<file path="src/rtl/freq_div_pkg.sv">
// -----------------------------------------------------------------------------
// freq_div_pkg
// Shared constants and helpers for the programmable 50% clock divider.
//   MIN_DIV     : smallest divisor the divider can produce (divide-by-2).
//   div_mode_e  : output path select, taken from the divisor LSB.
//   half_ceil() : number of posedge phases the output is held high, ceil(N/2).
//   div_legal() : elaboration-time range check for a divisor in a W-bit field.
// -----------------------------------------------------------------------------
package freq_div_pkg;

  localparam int unsigned MIN_DIV = 2;

  // Even divisors use the posedge phase directly; odd divisors AND it with a
  // half-cycle delayed copy to trim the high time by exactly half a clk period.
  typedef enum logic {
    MODE_EVEN = 1'b0,
    MODE_ODD  = 1'b1
  } div_mode_e;

  function automatic int unsigned half_ceil(input int unsigned n);
    return (n + 1) / 2;
  endfunction

  // True when n fits in w bits and is at least MIN_DIV.
  function automatic bit div_legal(input int unsigned n, input int unsigned w);
    return (n >= MIN_DIV) && ((n >> w) == 0);
  endfunction

endpackage

</file>
<file path="src/rtl/neg_capture.sv">
// -----------------------------------------------------------------------------
// neg_capture
// Single flop clocked on the falling edge of clk, cleared asynchronously.
// Provides the half-cycle delayed phase used to build odd-divisor outputs.
//   clk : clock (falling edge active)
//   rst : asynchronous active-low reset
//   d   : data captured on negedge clk
//   q   : captured value
// -----------------------------------------------------------------------------
module neg_capture (
  input  logic clk,
  input  logic rst,
  input  logic d,
  output logic q
);

  always_ff @(negedge clk or negedge rst) begin
    if (!rst) begin
      q <= 1'b0;
    end else begin
      q <= d;
    end
  end

endmodule

</file>
<file path="src/rtl/prog_clk_div.sv">
// -----------------------------------------------------------------------------
// prog_clk_div
// Runtime-programmable clock divider producing clk_out = clk / N with a 50%
// duty cycle for both even and odd N (2 <= N <= 2^W-1). A new divisor is
// requested with div_load, held in div_pend, and applied only at an output
// period boundary (or on the next edge while disabled) so clk_out never shows
// a runt pulse.
//   clk      : input clock; posedge drives all state, negedge only neg_capture
//   rst      : asynchronous active-low reset
//   en       : divider enable, sampled on posedge clk
//   div_in   : requested divisor N
//   div_load : one-cycle request to load div_in
//   div_ack  : one-cycle pulse on the edge the new divisor takes effect
//   div_err  : one-cycle pulse when a requested divisor is 0 or 1
//   pending  : an accepted divisor is waiting for the period boundary
//   div_cur  : divisor currently in effect
//   cnt      : phase counter, 0..div_cur-1
//   tick     : one-cycle pulse at the start of every output period
//   clk_out  : divided clock
// When en drops mid-period, clk_out falls within half a clk cycle; the high
// pulse in progress is truncated.
// -----------------------------------------------------------------------------
module prog_clk_div
  import freq_div_pkg::*;
#(
  parameter int unsigned W           = 8,
  parameter int unsigned DEFAULT_DIV = 3
) (
  input  logic         clk,
  input  logic         rst,
  input  logic         en,
  input  logic [W-1:0] div_in,
  input  logic         div_load,
  output logic         div_ack,
  output logic         div_err,
  output logic         pending,
  output logic [W-1:0] div_cur,
  output logic [W-1:0] cnt,
  output logic         tick,
  output logic         clk_out
);

  localparam bit           DEFAULT_OK    = div_legal(DEFAULT_DIV, W);
  localparam logic [W-1:0] DEFAULT_DIV_W = W'(DEFAULT_DIV);
  localparam logic [W-1:0] MIN_DIV_W     = W'(MIN_DIV);
  localparam logic [W-1:0] ONE_W         = W'(1);

  if (!DEFAULT_OK) begin : g_bad_default
    $error("prog_clk_div: DEFAULT_DIV must lie in 2..2^W-1");
  end

  logic [W-1:0] div_pend;   // accepted divisor waiting for the boundary
  logic [W-1:0] last_cnt;   // div_cur-1; div_cur >= 2 so this never underflows
  logic [W-1:0] half;       // ceil(div_cur/2), at most 2^(W-1), fits in W bits
  logic [W-1:0] cnt_next;
  logic         run_q;      // en as sampled on the previous posedge
  logic         wrap;
  logic         accept;
  logic         reject;
  logic         apply;
  logic         p_pos;
  logic         p_neg;
  div_mode_e    mode;

  // NOTE: every signal assigned here gets a default first, so no path through
  // the block can leave a value unassigned and infer a latch.
  always_comb begin
    last_cnt = div_cur - ONE_W;
    half     = W'(half_ceil(32'(div_cur)));
    wrap     = run_q && (cnt == last_cnt);
    accept   = div_load && (div_in >= MIN_DIV_W);
    reject   = div_load && (div_in <  MIN_DIV_W);
    // Disabled: apply on the first edge after acceptance. Running: only where
    // the current period ends, so the next period starts cleanly with new N.
    apply    = pending && (!en || wrap);

    cnt_next = cnt + ONE_W;
    // The first enabled edge after idle starts a period at phase 0 rather
    // than advancing, so tick and p_pos appear on that very edge.
    if (!en || !run_q || wrap) begin
      cnt_next = '0;
    end
  end

  // NOTE: sequential state uses non-blocking assignments so every flop samples
  // the pre-edge values computed above, independent of statement order.
  always_ff @(posedge clk or negedge rst) begin
    if (!rst) begin
      cnt      <= '0;
      div_cur  <= DEFAULT_DIV_W;
      div_pend <= DEFAULT_DIV_W;
      pending  <= 1'b0;
      div_ack  <= 1'b0;
      div_err  <= 1'b0;
      tick     <= 1'b0;
      run_q    <= 1'b0;
      p_pos    <= 1'b0;
    end else begin
      cnt     <= cnt_next;
      run_q   <= en;
      // On an apply edge cnt_next is 0, which is below any half, so using the
      // outgoing divisor's half here is harmless.
      p_pos   <= en && (cnt_next < half);
      tick    <= en && (cnt_next == '0);
      div_ack <= apply;
      div_err <= reject;

      if (apply) begin
        div_cur <= div_pend;
      end

      // A request landing on the apply edge is queued behind the one being
      // applied: div_cur takes the old div_pend while pending stays set.
      if (accept) begin
        div_pend <= div_in;
        pending  <= 1'b1;
      end else if (apply) begin
        pending <= 1'b0;
      end
    end
  end

  neg_capture u_neg_capture (
    .clk (clk),
    .rst (rst),
    .d   (p_pos),
    .q   (p_neg)
  );

  // Mode follows the registered div_cur, so it only switches on the edge where
  // a new period starts; both mux inputs are low just before that edge, which
  // keeps the switch glitch-free.
  assign mode    = div_mode_e'(div_cur[0]);
  assign clk_out = (mode == MODE_ODD) ? (p_pos & p_neg) : p_pos;

endmodule
</file>
<file path="config.mk">
export PLATFORM = sky130hd
export DESIGN_NAME = prog_clk_div
export DESIGN_NICKNAME = d
export VERILOG_FILES = /design/src/rtl/freq_div_pkg.sv /design/src/rtl/neg_capture.sv /design/src/rtl/prog_clk_div.sv
export SDC_FILE = /design/constraint.sdc
export NUM_CORES = 1
export LEC_CHECK = 0
export CORE_AREA = 2 2 66 68
export CTS_CLUSTER_DIAMETER = 60
export DETAILED_ROUTE_END_ITERATION = 6
export DIE_AREA = 0 0 68 70
export PLACE_DENSITY_LB_ADDON = 0.3
export SYNTH_ARGS = -nofsm -noshare
export SYNTH_HDL_FRONTEND = slang
export SYNTH_SLANG_ARGS = --single-unit
</file>
<file path="constraint.sdc">
create_clock -name clk -period 6.5 [get_ports clk]
set_input_delay 1.625 -clock clk [delete_from_list [all_inputs] [get_ports clk]]
set_output_delay 1.625 -clock clk [all_outputs]
set_load 0.03 [all_outputs]
</file>
Yosys cells after proc, flatten, opt, wreduce, memory -nomap -nowiden

Cells that the tools add are included.

Word-level logic and storage cells: 35
Input bits: 12
Register bits: 31

Equality and inequality tests: 1
Bitwise operators: 1
$lt $le $gt $ge: 3
Mux-type cells: 4
Reductions and logical operators: 13
Add/subtract/negate cells: 3

Operators by type and width:

| operator                                                                     | number |
|---|---|
| 8-bit by 1-bit adder with 9-bit output, second input constant                | 1 |
| 8-bit by 1-bit adder with 8-bit output, second input constant                | 1 |
| 8-bit == test                                                                | 1 |
| 8-bit by 2-bit >= comparator with 1-bit output, second input constant        | 1 |
| 8-bit logical NOT                                                            | 1 |
| 8-bit by 2-bit less-than comparator with 1-bit output, second input constant | 1 |
| 8-bit less-than comparator                                                   | 1 |
| 8-bit 2-to-1 mux                                                             | 1 |
| 8-bit by 1-bit subtractor with 8-bit output, second input constant           | 1 |
| 1-bit logical AND                                                            | 6 |
| 1-bit logical OR                                                             | 3 |
| 1-bit 2-to-1 mux                                                             | 3 |
| 1-bit logical NOT                                                            | 2 |
| 2-bit nonzero test                                                           | 1 |
| 1-bit AND                                                                    | 1 |

Logic depth before layout (Yosys ltp)

Gate-level depths: netlist of run 1.

Depth after elaboration: 7
Mapped depth: 14

By module

From an unflattened synthesis of run 1, not the netlist that was laid out.

Cells, all modules: 183
Area, all modules: 1,785.5 sq um

Modules (own cells, without submodules):

| module       | seq. area each (sq um) | cells each | area an instance (sq um) | instances |
|---|---|---|---|---|
| prog_clk_div | 755.7                  | 182        | 1,760.4                  | 1 |
| neg_capture  | 25.0                   | 1          | 25.0                     | 1 |

==> results.yml, run 1 <==
run_status:
  status: "finished clean"
cells_and_area:
  n_fill_cell: 390
  postLayoutCellArea_um2: 2230
  nNetsFinal: 235
  syn_to_final_growth_pct: 25.0
  n_antenna_cell: 0
  drive_gt1_share_pct: 12.1
grt:
  grt_util_all_layers_pct: 17.6
  grt_pass1_vias: 1372
  gr-total-overflow: 0
  grt_pass1_wl_um: 6150
  antenna_found_initial: 0
  grt_max_degree: 31
synth:
  netlist_area_um2: 1790
  synth_edf_count: 0
  synth_commonest_cells: "29 x nand2_1, 26 x dfrtp_1, 14 x nor2_1, 12 x nand3_1"
  synthArstFlopShare_pct: 100
  synth_area_leader_cell: "dfrtp_1"
  ys_types: 39
  yosysSeqAreaShare_pct: 43.7
  synth_flop_cell: "dfrtp_1"
  synth.most_common_cell: "nand2_1"
  synth_area_leaders: "dfrtp_1 36%, ha_1 7.0%, nand2_1 6.1%, dfstp_2 5.9%, mux2_2 5.7%"
  synth-seq-cells: 31
  postSynthCellCount: 183
  syn_avg_cell_area_um2: 9.76
  yosysTopAreaCellShare_pct: 36.4
  synth_nets: 205
  yosysWarnings: 0
detailed_routing:
  wirelength_um: 3530
  drc: 0
  vias: 1376
  wl_per_cell_um: 13.3
  viasPerCell: 5.17
  drt-pass1-iter-count: 4
  detail-route-antenna-nets: 0
  drt-initial-drc-count: 72
power_and_ir_drop:
  pwr-share-comb_pct: 28.0
  p_switching_uw: 180
  powerDensity_nw_per_um2: 254
  p_leak_uw: 0.000969
  irDropWorstVdd_mv: 0.139
  switching_share_pct: 31.7
  total_power_uw: 567
  p_int_uw: 388
  p_clk_share_pct: 28.6
  seqPwrFrac_pct: 43.3
floorplanning:
  io_pins: 33
  core_area_um2: 4140
  die_h_um: 70
  rows: 24
  start_util_pct: 43.1
  dieArea_um2: 4760
  die_w_um: 68
placement:
  dpl-instance-area_um2: 2130
  gp_congestion: 0.861
  dp_slack_ps: 485
  numPortBuffers: 32
  hpwl_um: 2730
clocking:
  cts_setup_buffers: 0
  numCtsBuffers: 5
  clkSinkCount: 31
  clkTransAtPathRegs_ps: 60
  clk_latency_ps: 280
  cts_hold_buf: 0
  cts_buffer_depth: 2
  htree_levels: 2
  cts_tree: "done"
  post_cts_resized: 0
  root_buffer: "clkbuf_8"
sta:
  setup_viol: 0
  maxSlewViolCount: 0
  timing.slew.headroom_pct: 65.3
  holdWs_ps: 459
  rsz0062_at_grt: "no"
  finalHoldViolCount: 0
  worstMarginPinSlew_ps: 520
  fin_ws_ps: 195
  fin_tns_setup_ps: 0
  clock_skew_ps: 9.33
critical_path:
  cp-start-kind: "flip-flop"
  slowest_delay_ps: 660
  cp.required_ps: 4880
  cp_cell_sequence: "o21a_1 > clkdlybuf4s50_1"
  worst_path_max_delay_cell: "clkdlybuf4s50_1"
  crit_type: "reg -> out"
  arrival_ps: 4680
  path_delay_family: "buffers and inverters"
  cp_num_buf_inv: 1
  cp_max_fo: 1
  cp-end-kind: "output port"
min_path:
  hold_class: "reg -> reg"
job:
  drv_cap: 0
[worst reg2reg max path: stages, from the launching register on]
cell,delay (ps)
dfrtp_1,520
or3_4,460
or4_1,510
a2111oi_1,510
o2111ai_2,280
nand3_1,320
nor2_1,110
ha_1,330
a21oi_1,160
o22ai_1,90
nor3_1,250
nand3_1,120
o21ai_0,150
[path summary, 6_finish.rpt]
| kind | start | end | slack, ps | cells after the start |
|---|---|---|---|---|
| setup / recovery | u_neg_capture.q | clk_out | 200 | 2 |
| hold / removal | div_pend[1] | div_pend[1] | 460 | 2 |
| setup reg to reg | div_cur[2] | p_pos | 2620 | 12 |
| hold reg to reg | div_pend[1] | div_pend[1] | 460 | 2 |
| max in group asynchronous | rst | u_neg_capture.q | 1720 | 1 |
| min in group asynchronous | rst | tick | 1780 | 2 |
[state kept, by name, indices dropped and copies added, names as in the netlist]
signal,flops
p_pos,1
div_err,1
div_pend,8
tick,1
run_q,1
cnt,8
u_neg_capture.q,1
pending,1
div_ack,1
div_cur,8
[kinds of logic after synthesis]
family | share of synthesized area (%)
mux | 5.68
fa+ha+maj | 7.01
simple gates | 20.5
buf+inv | 3.64
xor+xnor | 9.81
flops | 43.7
compound gates | 9.67
[cell type report]
| type | instances | area [um^2] | area share [%] |
|---|---|---|---|
| sequential | 31 | 781 | 35.0 |
| timing repair buffer | 33 | 328 | 14.7 |
| tap | 52 | 65.1 | 2.91 |
| multi-input combinational | 137 | 940 | 42.1 |
| clock buffer | 8 | 100 | 4.48 |
| inverter | 5 | 18.8 | 0.841 |
[placed cells by master (no fill, tap or decap), drive strengths merged, types with 2 or more instances in the layout]
cell type,count
dfstp,4
a21oi,4
o31ai,3
o21ai,2
mux2,9
nand2b,3
nor4,3
nand2,29
a21boi,2
o211a,2
or4,2
a31oi,2
nand4,2
nor3,4
ha,10
nand3,12
dfrtp,26
or3,2
xor2,10
o21a,2
clkdlybuf4s50,32
clkbuf,8
nor2,14
xnor2,10
inv,5
[power groups by stage]
stage | combinational, uW | clock (uW) | sequential (uW)
floorplan | 95.3 | 0 | 258
finish | 159 | 163 | 246
detailed placement | 161 | 0 | 249
CTS | 162 | 170 | 246
global route | 176 | 179 | 251
global placement | 157 | 0 | 248
[routing by layer]
metal	GRT usage (%)	wire, um	up-vias
li1	-	-	695
met1	21.8	1550	642
met2	27.6	1730	35
met3	5.64	199	4
met4	7.33	45	0
met5	0	0	-
[through the flow]
| stage | std cells | util (%) |
|---|---|---|
| floorplan | 183 | - |
| global placement | 258 | 51.4 |
| detailed placement | 258 | 51.4 |
| CTS | 266 | 53.9 |
| global route | 266 | 53.9 |
| finish | 266 | 53.9 |
Power figures use the tool's default switching activity.
==> run 2, diff against run 1 <==
--- a/config.mk
+++ b/config.mk
@@ -5,11 +5,13 @@
 export SDC_FILE = /design/constraint.sdc
 export NUM_CORES = 1
 export LEC_CHECK = 0
-export CORE_AREA = 2 2 66 68
+export ABC_AREA = 1
+export CORE_AREA = 2 2 68 70
 export CTS_CLUSTER_DIAMETER = 60
 export DETAILED_ROUTE_END_ITERATION = 6
-export DIE_AREA = 0 0 68 70
+export DIE_AREA = 0 0 70 72
 export PLACE_DENSITY_LB_ADDON = 0.3
+export SKIP_LAST_GASP = 1
 export SYNTH_ARGS = -nofsm -noshare
 export SYNTH_HDL_FRONTEND = slang
 export SYNTH_SLANG_ARGS = --single-unit
==> results.yml, run 2 <==
run_status:
  status: "finished clean"
cells_and_area:
  largestRegisters: "cnt: 8 flops, div_cur: 8 flops, div_pend: 8 flops"
  n_fill_cell: 419
  nNetsFinal: 283
  drive_gt1_share_pct: 16.0
  postLayoutCellArea_um2: 2300
  mostFrequentLayoutCells: "57 x nand2_1, 32 x clkdlybuf4s50_1, 26 x dfrtp_1"
  syn_to_final_growth_pct: 24.3
  multiInputGateArea_um2: 915
  n_antenna_cell: 0
  final_common_cell: "nand2_1"
  fin_cells: 314
  seq_area_um2: 781
synth:
  synth_edf_count: 0
  netlist_area_um2: 1850
  yosysWarnings: 0
  yosysTopAreaCellShare_pct: 35.2
  synth_area_leader_cell: "dfrtp_1"
  yosys.area_share.simple_pct: 27.7
  synth_top_family_by_area: "simple AND/OR/NAND/NOR gates"
  yosysSeqAreaShare_pct: 42.2
  syn_avg_cell_area_um2: 8.22
  ys_types: 29
  synth_mux_area_share_pct: 3.04
  synthArstFlopShare_pct: 100
  synth-seq-cells: 31
  synth_compound_area_share_pct: 6.29
  synth_xor_area_share_pct: 5.68
  synth_nets: 247
  synth.most_common_cell: "nand2_1"
  postSynthCellCount: 225
  synth_area_leaders: "dfrtp_1 35%, nand2_1 12%, ha_1 6.8%, dfstp_2 5.7%, nand3_1 5.1%"
  synth_commonest_cells: "57 x nand2_1, 26 x dfrtp_1, 25 x inv_1, 19 x nand3_1, 19 x nor2_1"
  synth_flop_cell: "dfrtp_1"
  synth_fa_ha_area_share_pct: 6.76
power_and_ir_drop:
  p_leak_uw: 0.00112
  total_power_uw: 549
  powerDensity_nw_per_um2: 239
  irDropWorstVdd_mv: 0.180
sta:
  worstMarginPinSlew_ps: 365
  maxSlewViolCount: 0
  timing.slew.headroom_pct: 75.6
  setup_viol: 0
  finalHoldViolCount: 0
  fin_tns_setup_ps: 0
  clock_skew_ps: 7.37
  rsz0062_at_grt: "no"
floorplanning:
  io_pins: 33
  core_area_um2: 4260
  rows: 24
  start_util_pct: 43.4
  die_h_um: 72
  die_w_um: 70
  dieArea_um2: 5040
critical_path:
  cp_max_fo: 1
  slowest_delay_ps: 660
  crit_type: "reg -> out"
  worst_path_max_delay_cell: "clkdlybuf4s50_1"
  cp-start-kind: "flip-flop"
  cp_cell_sequence: "o21a_1 > clkdlybuf4s50_1"
  cp.required_ps: 4880
  arrival_ps: 4700
  cp-end-kind: "output port"
  reg2reg_setup_slack_ps: 2730
detailed_routing:
  detail-route-antenna-nets: 0
  wirelength_um: 3680
  wl_met2_um: 1730
  drt-pass1-iter-count: 4
  viasPerCell: 4.80
  drt-initial-drc-count: 56
  wl_met3_um: 189
  drt-met1-wl_um: 1640
  top_layer: "met4"
  wl_per_cell_um: 11.7
  drc: 0
  vias: 1506
clocking:
  htree_levels: 2
  root_buffer: "clkbuf_8"
  cts_tree: "done"
  cts_hold_buf: 0
  cts_setup_buffers: 0
  cts_buffer_depth: 2
  clk_latency_ps: 290
  clkSinkCount: 31
  clkTransAtPathRegs_ps: 70
  post_cts_resized: 0
  numCtsBuffers: 5
grt:
  grt_max_degree: 31
  grt_util_all_layers_pct: 16.3
  gr-total-overflow: 0
  grt_pass1_wl_um: 6320
  grt_pass1_vias: 1417
  antenna_found_initial: 0
placement:
  hpwl_um: 2950
  place_inst: 306
  dpl-instance-area_um2: 2210
  numPortBuffers: 32
  gp_congestion: 0.798
min_path:
  hold_class: "reg -> reg"
job:
  drv_cap: 0
==> run 2: cell types whose count changed in the layout (fill, tap and decap cells not counted), sizes merged, moves of 4 or more <==
cell,before,now
nand2,29,60
nand3,12,20
mux2,9,5
o21ai,2,12
inv,5,32
xnor2,10,4
nor2,14,24
==> run 2: worst paths after layout <==
kind,startpoint,to,depth (start not counted)
min reg2reg,div_pend[7],div_cur[7],2
min in group asynchronous,rst,tick,2
max in group asynchronous,rst,u_neg_capture.q,1
max,u_neg_capture.q,clk_out,2
max reg2reg,p_pos,u_neg_capture.q,0
min,div_pend[7],div_cur[7],2
==> run 2: layout make-up <==
class	count	area share, %
Multi-Input combinational cell	158	39.8
Sequential cell	31	33.9
Timing Repair Buffer	33	14.3
Inverter	32	5.33
Clock buffer	5	2.99
Tap cell	52	2.83
Clock inverter	3	0.871
==> run 2: through the flow <==
step | utilization, % | worst slack (ps) | hold slack [ps]
2_1_floorplan | - | 973 | 436
3_5_place_dp | 51.8 | 473 | 458
4_1_cts | 53.9 | 159 | 475
6_report | 53.9 | 173 | 469
3_3_place_gp | 51.8 | 479 | 455
5_1_grt | 53.9 | 125 | 495
==> run 2: logic make-up (layout without fill, tap and decap cells) <==
kind of cell             Yosys count  after routing
AO/OA/AOI/OAI                     17             17
adder cells (fa/ha/maj)           10             10
flip-flops                        31             31
multiplexers                       5              5
buffers and inverters             36             73
AND/OR/NAND/NOR                  114            114
XOR/XNOR                          12             12
==> run 2: where the power goes <==
group	internal [uW]	switching, uW
combinational	67.8	93.7
sequential	212	23.1
clock	74.4	77.4
==> run 2: critical path: cells and delay by family (launching register included) <==
| family | cells | cell delay, ps |
|---|---|---|
| buffers and inverters | 1 | 660 |
| flip-flops | 1 | 390 |
| AO/OA/AOI/OAI | 1 | 110 |
==> run 2: per-layer routing <==
layer / vias up / track usage [%]
li1: 800 / -
met1: 665 / 19.4
met2: 32 / 26.8
met3: 9 / 5.42
met4: 0 / 7.91
met5: - / 0
==> run 3, diff against run 2 <==
--- a/config.mk
+++ b/config.mk
@@ -11,6 +11,7 @@
 export DETAILED_ROUTE_END_ITERATION = 6
 export DIE_AREA = 0 0 70 72
 export PLACE_DENSITY_LB_ADDON = 0.3
+export REMOVE_ABC_BUFFERS = 1
 export SKIP_LAST_GASP = 1
 export SYNTH_ARGS = -nofsm -noshare
 export SYNTH_HDL_FRONTEND = slang
==> constraint.sdc (replaced) <==
create_clock -name clk -period 6.5 [get_ports clk]
set_input_delay 1.625 -clock clk [delete_from_list [all_inputs] [get_ports clk]]
set_output_delay 1.625 -clock clk [all_outputs]
set_load 0.005 [all_outputs]
==> results.yml, run 3 (synthesis results as in run 2) <==
detailed_routing:
  drc: 0
  wirelength_um: 3730
  vias: 1531
  wl_per_cell_um: 11.9
  viasPerCell: 4.88
  drt-pass1-iter-count: 4
  drt-initial-drc-count: 44
  detail-route-antenna-nets: 0
floorplanning:
  start_util_pct: 43.4
  rows: 24
  core_area_um2: 4260
  die_h_um: 72
  die_w_um: 70
  dieArea_um2: 5040
  io_pins: 33
cells_and_area:
  drive_gt1_share_pct: 16.0
  finish.utilization_pct: 53.9
  syn_to_final_growth_pct: 24.3
  nNetsFinal: 283
  mostFrequentLayoutCells: "57 x nand2_1, 32 x clkdlybuf4s50_1, 26 x dfrtp_1"
  largestRegisters: "cnt: 8 flops, div_cur: 8 flops, div_pend: 8 flops"
  final_common_cell: "nand2_1"
  n_antenna_cell: 0
run_status:
  status: "finished clean"
grt:
  grt_pass1_wl_um: 6710
  antenna_found_initial: 0
  grt_util_all_layers_pct: 17.3
  grt_pass1_vias: 1459
  gr-total-overflow: 0
  grt_max_degree: 31
sta:
  fin_tns_setup_ps: 0
  rsz0062_at_grt: "no"
  worstMarginPinSlew_ps: 370
  clock_skew_ps: 5.21
  setup_viol: 0
  fin_ws_ps: 339
  timing.slew.headroom_pct: 75.3
  finalHoldViolCount: 0
  maxSlewViolCount: 0
critical_path:
  crit_type: "reg -> out"
  regToRegEndpoint: "u_neg_capture.q"
  cp_max_fo: 1
  arrival_ps: 4540
  cp-end-kind: "output port"
  rr_worst_depth: 0
  reg2reg_setup_slack_ps: 2720
  cp-start-kind: "flip-flop"
  cp.required_ps: 4880
  r2r_start: "p_pos"
placement:
  hpwl_um: 2930
  gp_congestion: 0.794
  numPortBuffers: 32
  dp_slack_ps: 641
clocking:
  cts_tree: "done"
  clk_latency_ps: 290
  cts_hold_buf: 0
  clkTransAtPathRegs_ps: 70
  cts_buffer_depth: 2
  post_cts_resized: 0
  numCtsBuffers: 5
  root_buffer: "clkbuf_8"
  cts_setup_buffers: 0
  clkSinkCount: 31
  htree_levels: 2
power_and_ir_drop:
  irDropWorstVdd_mv: 0.166
  seqPwrFrac_pct: 44.6
  pwr-share-comb_pct: 26.3
  switching_share_pct: 32.8
  p_clk_share_pct: 29.1
  p_int_uw: 354
  powerDensity_nw_per_um2: 229
  p_switching_uw: 173
  p_leak_uw: 0.00112
min_path:
  min_to: "div_cur[7]"
  hold_class: "reg -> reg"
  whs_path_depth: 2
  hold_start: "div_pend[7]"
job:
  drv_cap: 0
-- run 3: cell counts in the layout (fill, tap and decap cells not counted) --
No cell type changed its count.
-- run 3: critical path: stages (launching register included) --
cell and delay, ps:
dfrtn_1 390, o21a_1 120, clkdlybuf4s50_1 490
-- run 3: worst max path at each step --
stage                     cells past startpoint       to       startpoint  slack [ps]
after floorplan                               1  clk_out  u_neg_capture.q        1140
after global placement                        2  clk_out  u_neg_capture.q         650
after detailed placement                      2  clk_out  u_neg_capture.q         640
after CTS                                     2  clk_out  u_neg_capture.q         320
after global routing                          2  clk_out  u_neg_capture.q         280
final                                         2  clk_out  u_neg_capture.q         340
-- run 3: metrics by stage --
step	power, uW	instance area (um^2)	instances	hold slack, ps
floorplan	324	1820	221	436
global placement	377	2210	306	453
detailed placement	379	2210	306	455
CTS	536	2300	314	486
global route	568	2300	314	512
finish	527	2300	314	482
-- run 3: power by group through the flow --
stage	sequential [uW]	combinational, uW	clock (uW)
after floorplan	236	88.3	0
after global placement	238	138	0
after detailed placement	239	140	0
after CTS	235	142	159
after global routing	239	160	168
final	235	139	153
-- run 3: routing by layer --
layer | global-route usage (%) | part of all wire, % | up-vias
li1 | - | - | 788
met3 | 5.28 | 7.1 | 7
met1 | 21.8 | 45 | 692
met2 | 27.6 | 46 | 44
met4 | 7.69 | 2.3 | 0
met5 | 0 | 0 | -
-- run 3: area by class of cell --
cell class              count  area [um^2]
clock buffers               5         68.8
inverters                  32          123
flip-flops and latches     31          781
fillers                   425         1960
clock inverters             3         20.0
multi-input cells         158          915
well taps                  52         65.1
repair buffers             33          328
